$ cat src/rtl/serial_seq_gen.sv
// MSB-first serial word transmitter with a valid/ready load port and a programmable idle gap.
// Define SERIAL_SEQ_GEN_EXPECT_EN to add a reference "01" detector on the serial line.
module serial_seq_gen #(
  parameter int unsigned WIDTH    = 8,
  parameter int unsigned GAP      = 1,
  parameter logic        IDLE_BIT = 1'b1
) (
  input  logic             clk,
  input  logic             reset,
  input  logic             load_valid,
  input  logic [WIDTH-1:0] load_data,
  output logic             load_ready,
  output logic             seq_out,
  output logic             busy,
  output logic             done,
  output logic             expect_y,
  output logic [7:0]       expect_cnt
);

  localparam int unsigned CNT_W = $clog2(WIDTH);
  localparam int unsigned GAP_W = 4;

  localparam logic [1:0] ST_IDLE  = 2'd0;
  localparam logic [1:0] ST_SHIFT = 2'd1;
  localparam logic [1:0] ST_GAP   = 2'd2;

  logic [1:0]       state_q, state_d;
  logic [WIDTH-1:0] shreg_q, shreg_d;
  logic [CNT_W-1:0] bit_cnt_q, bit_cnt_d;
  logic [GAP_W-1:0] gap_cnt_q, gap_cnt_d;
  logic             seq_out_q, seq_out_d;
  logic             busy_q, busy_d;
  logic             done_q, done_d;
  logic             ready_q, ready_d;

  // Next-state logic; outputs are decoded from the next state so they register in step with it.
  always_comb begin
    state_d   = state_q;
    shreg_d   = shreg_q;
    bit_cnt_d = bit_cnt_q;
    gap_cnt_d = gap_cnt_q;

    case (state_q)
      ST_IDLE: begin
        if (load_valid) begin
          state_d   = ST_SHIFT;
          shreg_d   = load_data;
          bit_cnt_d = CNT_W'(WIDTH - 1);
        end
      end
      ST_SHIFT: begin
        shreg_d = {shreg_q[WIDTH-2:0], 1'b0};
        if (bit_cnt_q == '0) begin
          if (GAP > 0) begin
            state_d   = ST_GAP;
            gap_cnt_d = GAP_W'(GAP - 1);
          end else begin
            state_d = ST_IDLE;
          end
        end else begin
          bit_cnt_d = bit_cnt_q - CNT_W'(1);
        end
      end
      ST_GAP: begin
        if (gap_cnt_q == '0) begin
          state_d = ST_IDLE;
        end else begin
          gap_cnt_d = gap_cnt_q - GAP_W'(1);
        end
      end
      default: begin
        state_d = ST_IDLE;
      end
    endcase

    seq_out_d = (state_d == ST_SHIFT) ? shreg_d[WIDTH-1] : IDLE_BIT;
    busy_d    = (state_d == ST_SHIFT) || (state_d == ST_GAP);
    ready_d   = (state_d == ST_IDLE);
    done_d    = (state_d == ST_SHIFT) && (bit_cnt_d == '0);
  end

  always_ff @(posedge clk) begin
    if (reset) begin
      state_q   <= ST_IDLE;
      shreg_q   <= '0;
      bit_cnt_q <= '0;
      gap_cnt_q <= '0;
      seq_out_q <= IDLE_BIT;
      busy_q    <= 1'b0;
      done_q    <= 1'b0;
      ready_q   <= 1'b1;
    end else begin
      state_q   <= state_d;
      shreg_q   <= shreg_d;
      bit_cnt_q <= bit_cnt_d;
      gap_cnt_q <= gap_cnt_d;
      seq_out_q <= seq_out_d;
      busy_q    <= busy_d;
      done_q    <= done_d;
      ready_q   <= ready_d;
    end
  end

  assign seq_out    = seq_out_q;
  assign busy       = busy_q;
  assign done       = done_q;
  assign load_ready = ready_q;

`ifdef SERIAL_SEQ_GEN_EXPECT_EN
  logic       prev_q, prev_d;
  logic       y_q, y_d;
  logic [7:0] cnt_q, cnt_d;
  logic       hit_c;
  logic       accept_c;

  // A rising 0->1 on the line is a detection; only data bits of the current word are counted.
  assign hit_c    = seq_out_q & ~prev_q;
  assign accept_c = (state_q == ST_IDLE) && load_valid;

  always_comb begin
    prev_d = seq_out_q;
    y_d    = hit_c;
    cnt_d  = cnt_q;
    if (accept_c) begin
      cnt_d = '0;
    end else if (hit_c && (state_q == ST_SHIFT) && (cnt_q != 8'hFF)) begin
      cnt_d = cnt_q + 8'd1;
    end
  end

  always_ff @(posedge clk) begin
    if (reset) begin
      prev_q <= IDLE_BIT;
      y_q    <= 1'b0;
      cnt_q  <= '0;
    end else begin
      prev_q <= prev_d;
      y_q    <= y_d;
      cnt_q  <= cnt_d;
    end
  end

  assign expect_y   = y_q;
  assign expect_cnt = cnt_q;
`else
  assign expect_y   = 1'b0;
  assign expect_cnt = 8'h00;
`endif

endmodule

$ cat config.mk
export PLATFORM = sky130hd
export DESIGN_NAME = serial_seq_gen
export DESIGN_NICKNAME = d
export VERILOG_FILES = /design/src/rtl/serial_seq_gen.sv
export SDC_FILE = /design/constraint.sdc
export NUM_CORES = 1
export LEC_CHECK = 0
export CAP_MARGIN = 20
export CORE_UTILIZATION = 29
export DETAILED_ROUTE_END_ITERATION = 12
export PLACE_DENSITY = 0.61
export SETUP_SLACK_MARGIN = 0.15
export SLEW_MARGIN = 20
export SYNTH_ARGS = -nofsm -noshare
export SYNTH_HDL_FRONTEND = slang
export SYNTH_SLANG_ARGS = --single-unit
$ cat constraint.sdc
create_clock -name clk -period 2.7 [get_ports clk]
set_input_delay 0.54 -clock clk [delete_from_list [all_inputs] [get_ports clk]]
set_output_delay 0.54 -clock clk [all_outputs]
set_load 0.02 [all_outputs]
== Word-level counts from Yosys, hierarchy flattened ==
Index checks and enable logic that the tools add are counted.

* Order comparisons: 0
* Equality and inequality tests: 7
* Multiply operators: 0
* Shifts and indexed selects: 0
* Reduce and logical (&&, ||, !) cells: 12
* Add/sub/neg operators: 2
* Div/mod/pow operators: 0
* Multiplexer cells: 12
* Bitwise operators: 1

{| class="wikitable"
|+ Operator list
! cell !! number
|-
| one-hot mux 8 bit (2 select lines) || 1
|-
| two-way mux 4 bit || 2
|-
| two-way mux 8 bit || 1
|-
| one-hot mux 4 bit (2 select lines) || 1
|-
| zero test 3 bit || 2
|-
| two-way mux 2 bit || 3
|-
| two-way mux 3 bit || 2
|-
| != test 2 bit (second input constant) || 3
|-
| one-hot mux 2 bit (3 select lines) || 1
|-
| one-hot mux 3 bit (2 select lines) || 1
|-
| == test 2 x 1 -> 1 bit (second input constant) || 2
|-
| == test 2 bit (second input constant) || 2
|-
| zero test 2 bit || 2
|-
| zero test 4 bit || 1
|-
| nonzero test 2 bit || 2
|-
| subtractor 4 x 1 -> 4 bit (second input constant) || 1
|-
| AND reduction 3 bit || 1
|-
| subtractor 3 x 1 -> 3 bit (second input constant) || 1
|-
| AND reduction 2 bit || 1
|-
| OR reduction 2 bit || 1
|-
| logical AND 1 bit || 1
|-
| logical OR 1 bit || 1
|-
| inverter 1 bit || 1
|}

* Output and inout bits: 13
* Input bits: 11
* Word-level logic and storage cells: 43
* Memory bits (read-only): 0
* Latch bits: 0
* Bits in writable memories: 0
* Memories: 0
* Bits in registers: 21

== Depth between registers and ports, before layout ==
* Depth in word-level cells: 6
* Mapped depth: 10
* Depth with buffers taken out: 9

== Least setup slack after synthesis ==
No wires, ideal clock.

* Path type: reg2reg
* Start: register state_q[0]
* End: register ready_q, in the netlist load_ready
* Stages on the path, launching flop included: 9
* Required time: 2.577 ns
* Clock period less this slack: 1.854 ns
* Setup time: 0.123 ns
* Path slack: 0.846 ns
* Arrival time: 1.730 ns
* Path through: dfxtp_1 > inv_1 > ha_1 > and2_1 > buf_4 > nor2_1 > a311o_1 > ha_1 > or2_2

* Longest elaborated chain between the ends: 3

{| class="wikitable"
|+ RTL lines
! what !! line !! RTL
|-
| start: declaration || 27 || <nowiki>logic [1:0] state_q, state_d;</nowiki>
|-
| start signal: assignment || 93 || <nowiki>state_q <= state_d;</nowiki>
|-
| == test 2 bit (tied with other cells) || 43 || <nowiki>case (state_q)</nowiki>
|-
| one-hot mux 2 bit (3 select lines) (*) || 43 ||
|-
| zero test 2 bit (*) || 78 || <nowiki>ready_d = (state_d == ST_IDLE);</nowiki>
|-
| named net ready_d || 34 || <nowiki>logic ready_q, ready_d;</nowiki>
|-
| end signal: assignment || 100 || <nowiki>ready_q <= ready_d;</nowiki>
|-
| end: declaration || 34 ||
|}

The timed path passes the listed nets; every way through them passes the cells marked *.
A chain may end at the register's enable or synchronous reset.

== Worst setup path after layout ==
* Start: input load_valid
* End: register done_q, in the netlist done

* Longest elaborated chain between the ends: 4

{| class="wikitable"
|+ RTL lines
! what !! line !! RTL
|-
| start: declaration || 10 || <nowiki>input logic load_valid,</nowiki>
|-
| two-way mux 2 bit || 45 || <nowiki>if (load_valid) begin</nowiki>
|-
| one-hot mux 2 bit (3 select lines) || 43 ||
|-
| named net state_d[0] || 27 ||
|-
| == test 2 x 1 -> 1 bit || 79 || <nowiki>done_d = (state_d == ST_SHIFT) && (bit_cnt_d == '0);</nowiki>
|-
| logical AND 1 bit || 79 ||
|-
| end signal: assignment || 99 || <nowiki>done_q <= done_d;</nowiki>
|-
| end: declaration || 33 || <nowiki>logic done_q, done_d;</nowiki>
|}

The timed path passes the listed nets, and every way through them passes these cells.

==> run metrics <==
Critical Path AT approximately 2400 ps; ys async rst share 0%; most frequent cells in the layout 21 x dfxtp_1, 14 x clkdlybuf4s50_1, 11 x nor2_1; Slowest-stage cell, CP clkdlybuf4s50_1; placed cell count between 150 and 200; post-synthesis compound-gate area fraction 19.63%; area delta synth->final 18.04%; Crit. End Element register; die area 4029 µm²; xor/xnor share of the synthesized area 0%; Non-Filler Instances 186; PwrDens ~600 nW/µm²; Synth area leaders dfxtp_1 38%, ha_1 10%, buf_4 6.8%; peak supply drop 0.0003298 V; Gate Count Post-Synth 126; Core ar. between 3000 and 4000 µm²; Synth area leader dfxtp_1; final WL 2.072 mm; max incr delay on CP 550 ps; Worst-Margin Slew 507.2 ps; Yosys cell types 32; Final Slew Violations 0; htree depth 1; # port buffers 14; post-DR vias/cell 4.855; WS Path Type in -> reg; ports placed on the boundary 24; total power just under 0.8 mW; RSZ-0062 raised after global routing no; Die Ht approximately 63 µm; initial antenna violation count 0; CTS Buffer Depth 2; cts hold-fix bufs 0; largest family of logic cells by synthesized area compound AO/OA/AOI/OAI gates; vias in the first global route between 800 and 900; total track usage 11.47%; worst clock skew 1.970 ps; sequence of cells on the critical path clkdlybuf4s50_1, and2_1, nor2_1, a311o_1, inv_1, ha_1, nand4b_1, nor3b_1; Placement Setup Slack roughly 270 ps; relative slew slack 66.08%; total grt overflow 0; FF+latch count, synth 21; post-CTS setup buffer count 0; worst min-delay path class reg -> reg; layout cells sized above 1 5.714%; clock tree sinks 21; Lkg Pwr 0.4987 nW; number of flops mapped to enable cells by yosys 0; Critical Path RT 2890 ps; Syn Std Cell Area between 1000 and 1500 µm²; CP Max Fanout 8; max-cap viol count 0; largest net degree at the start of global routing 16; clk slew on worst S/H paths 80 ps; Clock Tree Root clkbuf_8; element type at the critical path start primary input; status finished, final reports clean; Tmin final 2165 ps; Routed wire per std cell 11.14 µm; Final Hold Vio Count 0; clk_lat worst skew about 260 ps; Fmax approximately 460 MHz; Synth top area share 38.36%; TritonCTS Buffers 3; most common cell after layout, fill and taps aside dfxtp_1; Setup-failing EPs final 0; setup TNS 0 ps; first-pass GRT wire length 3.705 mm; Starting Density between 30% and 40%; setup ws final about 530 ps; drt first pass iters 7; antenna viol nets, final 0; width of the die 63.48 µm; Synth Area in Simple Gates 18.61%; Final nets 161; row cnt 21; DRC viols 0; GP Congestion 0.7833; vias 903; ANT cells 0; Final HPWL DP 1.578 mm; crit share post-route 80.19%; Ys Warns 0; Synth Area per Inst 8.699 µm²; Seq/Total Area, Yosys 38.36%; mux cell area share after synthesis 1.826%; CTS tree done; Main synth FF type dfxtp_1; Hold WS ~460 ps; post-cts gate resize count 0; initial drt markers 42; Synth Area in Adders between 10 and 15%
final cells by class:
class | count | area (µm²)
flip-flops and latches | 21 | 420.4
well taps | 46 | 57.56
inverters | 9 | 33.78
clock inverters | 1 | 7.507
multi-input cells | 91 | 585.6
repair buffers | 15 | 147.6
fillers | 368 | 2175
clock buffers | 3 | 41.29
sequential cells by signal, indices dropped and copies added, names as in the netlist:
| name | count |
|---|---|
| shreg_q | 8 |
| seq_out | 1 |
| state_q | 2 |
| bit_cnt_q | 3 |
| done | 1 |
| gap_cnt_q | 4 |
| load_ready | 1 |
| busy | 1 |
power breakdown:
group	total, mW	internal [mW]	switching, mW
registers	0.355	0.339	0.0158
logic	0.208	0.0882	0.120
clock network	0.209	0.104	0.105
worst max-delay path: cells and delay by family:
kind | cells | cell delay, ps
buffers and inverters | 2 | 620
adders and majority gates | 1 | 170
and+or+nand+nor | 4 | 660
AOI/OAI and AO/OA | 1 | 360
kinds of logic after synthesis:
kind of cell,Yosys count
buf+inv,22
simple gates,39
other cells,1
flops,21
fa+ha+maj,9
compound gates,32
mux,2
metal layers:
| metal | up-vias | wire length (µm) | global-route usage [%] |
|---|---|---|---|
| met1 | 426 | 963 | 13.80 |
| met3 | 2 | 108 | 4.529 |
| met5 | - | 0 | 0 |
| met4 | 0 | 7 | 2.273 |
| li1 | 448 | - | - |
| met2 | 27 | 993 | 19.15 |
cell usage after synthesis (2+ instances only):
cell type and number:
o31ai_1 2, a222oi_1 2, o21ai_0 5, and2_1 2
ha_1 9, mux2i_1 2, a311o_1 2, nand2b_1 4
nor2_1 11, clkbuf_1 3, inv_1 8, nand2_1 8
buf_4 10, o21ai_1 3, a22oi_1 5, nand3b_1 2
nor2b_1 4, dfxtp_1 21, a21oi_1 9, or3_1 2
path summary, 6_finish.rpt:
check / from / endpoint / slack, ps / depth (start not counted)
setup / recovery: load_valid / done$_SDFF_PP0_ / 530 / 8
hold / removal: shreg_q[4]$_SDFFE_PP0P_ / shreg_q[5]$_SDFFE_PP0P_ / 460 / 2
setup reg to reg: state_q[0]$_SDFF_PP0_ / done$_SDFF_PP0_ / 620 / 9
hold reg to reg: shreg_q[4]$_SDFFE_PP0P_ / shreg_q[5]$_SDFFE_PP0P_ / 460 / 2
stage by stage:
| step | utilization [%] | cell area [µm²] |
|---|---|---|
| after global placement | 35.89 | 1245 |
| after detailed placement | 35.89 | 1245 |
| after global routing | 37.30 | 1294 |
| after floorplan | - | 1126 |
| after CTS | 37.30 | 1294 |
| final | 37.30 | 1294 |
Note: power is estimated with default switching activity, not from simulation.
